`src/rtl/rv32_pkg.sv`:
```
// Shared rv32 pipeline encodings: writeback select, load funct3, opcodes.
package rv32_pkg;

    localparam int unsigned XLEN     = 32;
    localparam int unsigned REG_AW   = 5;
    localparam int unsigned CNT_W    = 64;

    typedef enum logic [1:0] {
        WB_MEM  = 2'b00,
        WB_ALU  = 2'b01,
        WB_PC4  = 2'b10,
        WB_RSVD = 2'b11
    } wb_sel_e;

    localparam logic [2:0] F3_LB  = 3'b000;
    localparam logic [2:0] F3_LH  = 3'b001;
    localparam logic [2:0] F3_LW  = 3'b010;
    localparam logic [2:0] F3_LBU = 3'b100;
    localparam logic [2:0] F3_LHU = 3'b101;

    localparam logic [6:0] OP_LOAD   = 7'b0000011;
    localparam logic [6:0] OP_STORE  = 7'b0100011;
    localparam logic [6:0] OP_OPIMM  = 7'b0010011;
    localparam logic [6:0] OP_OP     = 7'b0110011;
    localparam logic [6:0] OP_LUI    = 7'b0110111;
    localparam logic [6:0] OP_AUIPC  = 7'b0010111;
    localparam logic [6:0] OP_JAL    = 7'b1101111;
    localparam logic [6:0] OP_JALR   = 7'b1100111;
    localparam logic [6:0] OP_BRANCH = 7'b1100011;

endpackage

```
`src/rtl/load_align.sv`:
```
// Load data extraction and sign/zero extension from an aligned memory word.
module load_align
    import rv32_pkg::*;
(
    input  logic [2:0]      funct3,
    input  logic [1:0]      off,
    input  logic [XLEN-1:0] mem_rdata,
    output logic [XLEN-1:0] data,
    output logic            err
);

    logic [7:0]  byte_v;
    logic [15:0] half_v;

    // Select the addressed byte/half, then extend by width and signedness
    always_comb begin
        data   = '0;
        err    = 1'b0;
        byte_v = mem_rdata[8*off +: 8];
        half_v = off[1] ? mem_rdata[31:16] : mem_rdata[15:0];
        case (funct3)
            F3_LB:  data = {{24{byte_v[7]}}, byte_v};
            F3_LBU: data = {24'h0, byte_v};
            F3_LH: begin
                data = {{16{half_v[15]}}, half_v};
                err  = off[0];
            end
            F3_LHU: begin
                data = {16'h0, half_v};
                err  = off[0];
            end
            F3_LW: begin
                data = mem_rdata;
                err  = (off != 2'b00);
            end
            default: err = 1'b1;
        endcase
    end

endmodule

```
`src/rtl/wb_stage.sv`:
```
// MEM/WB pipeline register: writeback select, RF write port, retire counter, sticky error.
module wb_stage
    import rv32_pkg::*;
(
    input  logic              clk,
    input  logic              rst,
    input  logic              in_valid,
    input  logic              flush,
    input  logic [1:0]        wb_sel,
    input  logic              reg_we,
    input  logic [REG_AW-1:0] rd_addr,
    input  logic [2:0]        funct3,
    input  logic [XLEN-1:0]   alu_result,
    input  logic [XLEN-1:0]   mem_rdata,
    input  logic [XLEN-1:0]   pc,
    output logic              rf_we,
    output logic [REG_AW-1:0] rf_waddr,
    output logic [XLEN-1:0]   rf_wdata,
    output logic              wb_valid,
    output logic [CNT_W-1:0]  retire_count,
    output logic              wb_err
);

    logic [XLEN-1:0]   load_data;
    logic              load_err;
    logic [XLEN-1:0]   wdata_c;
    logic              err_c;

    logic              rf_we_q,    rf_we_d;
    logic [REG_AW-1:0] rf_waddr_q, rf_waddr_d;
    logic [XLEN-1:0]   rf_wdata_q, rf_wdata_d;
    logic              wb_valid_q, wb_valid_d;
    logic [CNT_W-1:0]  retire_count_q, retire_count_d;
    logic              wb_err_q,   wb_err_d;

    load_align u_load_align (
        .funct3    (funct3),
        .off       (alu_result[1:0]),
        .mem_rdata (mem_rdata),
        .data      (load_data),
        .err       (load_err)
    );

    // Writeback source mux and error decode for the entry presented this cycle
    always_comb begin
        wdata_c = '0;
        err_c   = 1'b0;
        case (wb_sel)
            WB_MEM: begin
                wdata_c = load_data;
                err_c   = load_err;
            end
            WB_ALU:  wdata_c = alu_result;
            WB_PC4:  wdata_c = pc + XLEN'(4);
            default: err_c   = 1'b1;
        endcase
    end

    // Next-state: flush makes a bubble; error entries are captured as not valid
    always_comb begin
        rf_waddr_d     = rd_addr;
        rf_wdata_d     = wdata_c;
        wb_valid_d     = 1'b0;
        rf_we_d        = 1'b0;
        wb_err_d       = wb_err_q;
        retire_count_d = retire_count_q + CNT_W'(wb_valid_q);
        if (!flush) begin
            wb_valid_d = in_valid & ~err_c;
            rf_we_d    = in_valid & reg_we & (rd_addr != '0) & ~err_c;
            wb_err_d   = wb_err_q | (in_valid & err_c);
        end
    end

    // Pipeline register and counters
    always_ff @(posedge clk or posedge rst) begin
        if (rst) begin
            rf_we_q        <= 1'b0;
            rf_waddr_q     <= '0;
            rf_wdata_q     <= '0;
            wb_valid_q     <= 1'b0;
            retire_count_q <= '0;
            wb_err_q       <= 1'b0;
        end else begin
            rf_we_q        <= rf_we_d;
            rf_waddr_q     <= rf_waddr_d;
            rf_wdata_q     <= rf_wdata_d;
            wb_valid_q     <= wb_valid_d;
            retire_count_q <= retire_count_d;
            wb_err_q       <= wb_err_d;
        end
    end

    assign rf_we        = rf_we_q;
    assign rf_waddr     = rf_waddr_q;
    assign rf_wdata     = rf_wdata_q;
    assign wb_valid     = wb_valid_q;
    assign retire_count = retire_count_q;
    assign wb_err       = wb_err_q;

endmodule

```
`config.mk`:
```
export PLATFORM = sky130hd
export DESIGN_NAME = wb_stage
export DESIGN_NICKNAME = d
export VERILOG_FILES = /design/src/rtl/rv32_pkg.sv /design/src/rtl/load_align.sv /design/src/rtl/wb_stage.sv
export SDC_FILE = /design/constraint.sdc
export NUM_CORES = 1
export LEC_CHECK = 0
export BUFFER_PORTS_ARGS = -buffer_cell sky130_fd_sc_hd__buf_2
export CORE_MARGIN = 8
export CORE_UTILIZATION = 45
export DETAILED_ROUTE_END_ITERATION = 10
export GPL_ROUTABILITY_DRIVEN = 0
export PLACE_DENSITY_LB_ADDON = 0.2
export SKIP_LAST_GASP = 1
export SYNTH_ARGS = -nofsm -noshare
export SYNTH_HDL_FRONTEND = slang
export SYNTH_HIERARCHICAL = 1
export SYNTH_SLANG_ARGS = --single-unit
```
`constraint.sdc`:
```
create_clock -name clk -period 3.6 [get_ports clk]
set_input_delay 0.9 -clock clk [delete_from_list [all_inputs] [get_ports clk]]
set_output_delay 0.9 -clock clk [all_outputs]
set_load 0.005 [all_outputs]
```
==> flow_summary.yaml <==
grt:
  use_met3_pct: 5.72
  grt.busiest_layer: "met2"
  track_usage_pct: 22.0
  grt_max_degree: 105
  antenna_found_initial: 0
  grt_pass1_wl_um: 29200
  met2_usage_pct: 36.3
  first_global_vias: 5523
  grt_overflow: 0
  grt_use_met1_pct: 27.2
logic_synthesis:
  synthCells: 586
  yosysWarnings: 6
  synth_adder_area_share_pct: 0.635
  synth_compound_area_share_pct: 10.4
  synth_top_family_by_area: "simple AND/OR/NAND/NOR gates"
  yosys_register_bits: 104
  synth_edf_count: 0
  ys.flop_type: "dfrtp_1"
  synth-seq-area-share_pct: 44.0
  syn-cell-area_sq_mm: 0.00591
  synth-simple-area-share_pct: 23.3
  synth_xor_area_share_pct: 13.3
  async_reset_ff_share_pct: 100
  syn_area_per_cell_sq_um: 10.1
  yosysUniqueCellTypes: 50
  synth_nets: 700
  muxShareOfSynthArea_pct: 5.42
die:
  core_area_sq_mm: 0.0130
  ioPinCount: 215
  die_area_sq_mm: 0.0171
  dieWidth_um: 131
  rows: 42
  die_h_um: 131
  start_util_pct: 45.4
detailed_routing:
  drtPass1Iterations: 5
  drt_iter0_markers: 327
  vias: 5433
  final_antenna_net_count: 0
  drc_errors: 0
  wl_um: 18600
  viasPerCell: 5.60
  wl_per_cell_um: 19.2
worst_setup_path:
  critPathCaptureType: "register"
  r2r_start: "wb_valid$_DFF_PP0_"
  worstSetupStartpointType: "input port"
  cp_max_fo: 16
  cp_data_required_time_ns: 3.80
  reg2reg_depth: 7
  worstSetupPathType: "input port to register"
  ff2ff_setup_slack_ns: 1.45
  reg2reg_to: "retire_count[58]$_DFF_PP0_"
  arrival_ns: 2.67
placement:
  dpl_cell_area_sq_mm: 0.00712
  portBuffers: 214
  dp_hpwl_um: 14700
  placed_cells: 954
power_and_ir_drop:
  power_frac_seq_pct: 47.5
  finalPower_uw: 2690
  switching_share_pct: 26.9
  clkPwrFrac_pct: 37.7
  p_leak_uw: 0.00367
  powerDensity_mw_per_mm2: 362
  peakVddDrop_mv: 0.225
  p_comb_share_pct: 14.8
  p_sw_uw: 725
  p_int_uw: 1970
hold_path:
  holdPathStages: 1
  hp-class: "register to register"
  min_to: "retire_count[63]$_DFF_PP0_"
  min-delay-start: "retire_count[63]$_DFF_PP0_"
sta:
  setup_viol: 0
  tightestPinTransition_ns: 0.852
  finalSetupTns_ns: 0
  period_share_pct: 68.6
  fmax_mhz: 405
  rsz0062_at_grt: "no"
  slew_headroom_pct: 42.7
  clock_skew_ns: 0.00742
  hold_violations: 0
  fin_crit_ns: 2.47
  slew_viol_final: 0
cts:
  cts_root_buf: "clkbuf_16"
  htreeDepth: 3
  cts.sinks: 104
  ctsHoldBuffers: 0
  cts-resized-gates: 0
  cts_setup_buffers: 0
  clk_pin_slew_ns: 0.08
  clk_latency_ns: 0.35
  cts_buffers: 9
  clk_path_buf_depth: 2
  cts_tree: "yes"
finish:
  utilization_pct: 57.0
  stdcell_count: 970
  nNetsFinal: 903
  fillCellCount: 1192
  insertedDiodeCount: 0
  area_delta_synth_final_pct: 25.7
  fin_area_sq_mm: 0.00743
  final_layout_size_suffix_gt1_share_pct: 32.9
run:
  cap_violations: 0
run_status:
  status: "finished, final reports clean"
## state kept, by name (all words and copies together), names as in the netlist
name          flops
wb_err            1
rf_we             1
rf_waddr          5
rf_wdata         32
retire_count     64
wb_valid          1
## placed cells by master, fill, tap and decap left out, types with 5 or more instances in the layout
| cell | count |
|---|---|
| a22oi_1 | 9 |
| xor2_1 | 50 |
| dfrtp_1 | 104 |
| a211oi_1 | 18 |
| a221o_1 | 9 |
| nor2_1 | 36 |
| nor2b_1 | 10 |
| o22ai_1 | 13 |
| o21ai_0 | 22 |
| nand4_1 | 31 |
| clkbuf_16 | 9 |
| inv_1 | 12 |
| xnor2_1 | 40 |
| nor4_2 | 10 |
| buf_2 | 214 |
| a211o_1 | 5 |
| nand3_1 | 33 |
| nor3_1 | 12 |
| and3_1 | 6 |
| and4_1 | 9 |
| nor4_1 | 5 |
| nand2_1 | 59 |
| mux2i_1 | 26 |
## cells by family after synthesis
| kind of cell | count (synthesis) |
|---|---|
| buffers and inverters | 38 |
| AND/OR/NAND/NOR | 234 |
| adder cells (fa/ha/maj) | 3 |
| multiplexers | 30 |
| AO/OA/AOI/OAI | 87 |
| flip-flops | 104 |
| XOR/XNOR | 90 |
## critical path: stages
cell and delay, ns:
buf_2 0.31, mux2i_1 0.37, o32a_1 0.57, a211oi_1 0.19, mux2i_1 0.20, o22ai_1 0.12
## final cells by class
type / instances / area, sq um / area share (%)
clock buffer: 11 / 243 / 3.27
clock inverter: 5 / 63.8 / 0.859
inverter: 13 / 52.6 / 0.707
multi-input combinational: 444 / 3140 / 42.3
sequential: 104 / 2600 / 35.0
tap: 176 / 220 / 2.96
timing repair buffer: 217 / 1110 / 14.9
## synth_stat cells, types with 3 or more instances
master	instances	area (sq um)
a211o_1	5	43.8
nand3_1	33	165
a221o_1	9	90.1
and4_1	9	78.8
nor2_1	36	135
nor3_1	12	60.1
nor4_1	5	31.3
nand4_1	31	194
o22ai_1	13	81.3
a211oi_1	18	135
inv_1	13	48.8
dfrtp_1	104	2600
buf_2	6	30.0
xor2_1	50	438
buf_1	3	11.3
mux2i_1	26	260
mux2_2	3	33.8
or2_2	3	18.8
nor4_4	3	63.8
o21ai_0	22	110
clkbuf_1	13	48.8
ha_1	3	37.5
and2_1	3	18.8
nor2b_1	10	62.6
and3_1	6	37.5
xnor2_1	40	350
nor4_2	10	125
a22oi_1	9	67.6
nand2_1	59	221
## layer usage
layer / routed length [um] / vias to the layer above
met2: 9180 / 263
met3: 1490 / 39
met4: 511 / 0
li1: - / 2526
met5: 0 / -
met1: 7460 / 2605
## how the worst max path moves through the flow
| stage | to | slack (ns) | depth (start not counted) | from |
|---|---|---|---|---|
| after floorplan | rf_wdata[28]$_DFF_PP0_ | 1.32 | 7 | pc[2] |
| after global placement | rf_wdata[22]$_DFF_PP0_ | 0.87 | 6 | alu_result[1] |
| after detailed placement | rf_wdata[25]$_DFF_PP0_ | 0.80 | 6 | alu_result[1] |
| after CTS | rf_wdata[25]$_DFF_PP0_ | 1.17 | 6 | alu_result[1] |
| after global routing | rf_wdata[25]$_DFF_PP0_ | 0.97 | 6 | alu_result[1] |
| final | rf_wdata[25]$_DFF_PP0_ | 1.13 | 6 | alu_result[1] |
## power by group through the flow
| stage | sequential (uW) | combinational, uW | clock (uW) |
|---|---|---|---|
| after floorplan | 1300 | 190 | 0 |
| after global placement | 1300 | 392 | 0 |
| after detailed placement | 1300 | 399 | 0 |
| after CTS | 1280 | 400 | 1040 |
| after global routing | 1290 | 438 | 1080 |
| final | 1280 | 398 | 1020 |
## per-stage QoR
| step | worst slack [ns] | hold WS, ns |
|---|---|---|
| 2_1_floorplan | 1.32 | 0.465 |
| 6_report | 1.13 | 0.473 |
| 5_1_grt | 0.973 | 0.499 |
| 4_1_cts | 1.17 | 0.472 |
| 3_3_place_gp | 0.874 | 0.451 |
| 3_5_place_dp | 0.798 | 0.462 |
No activity file was read; power rests on OpenSTA's default activity.
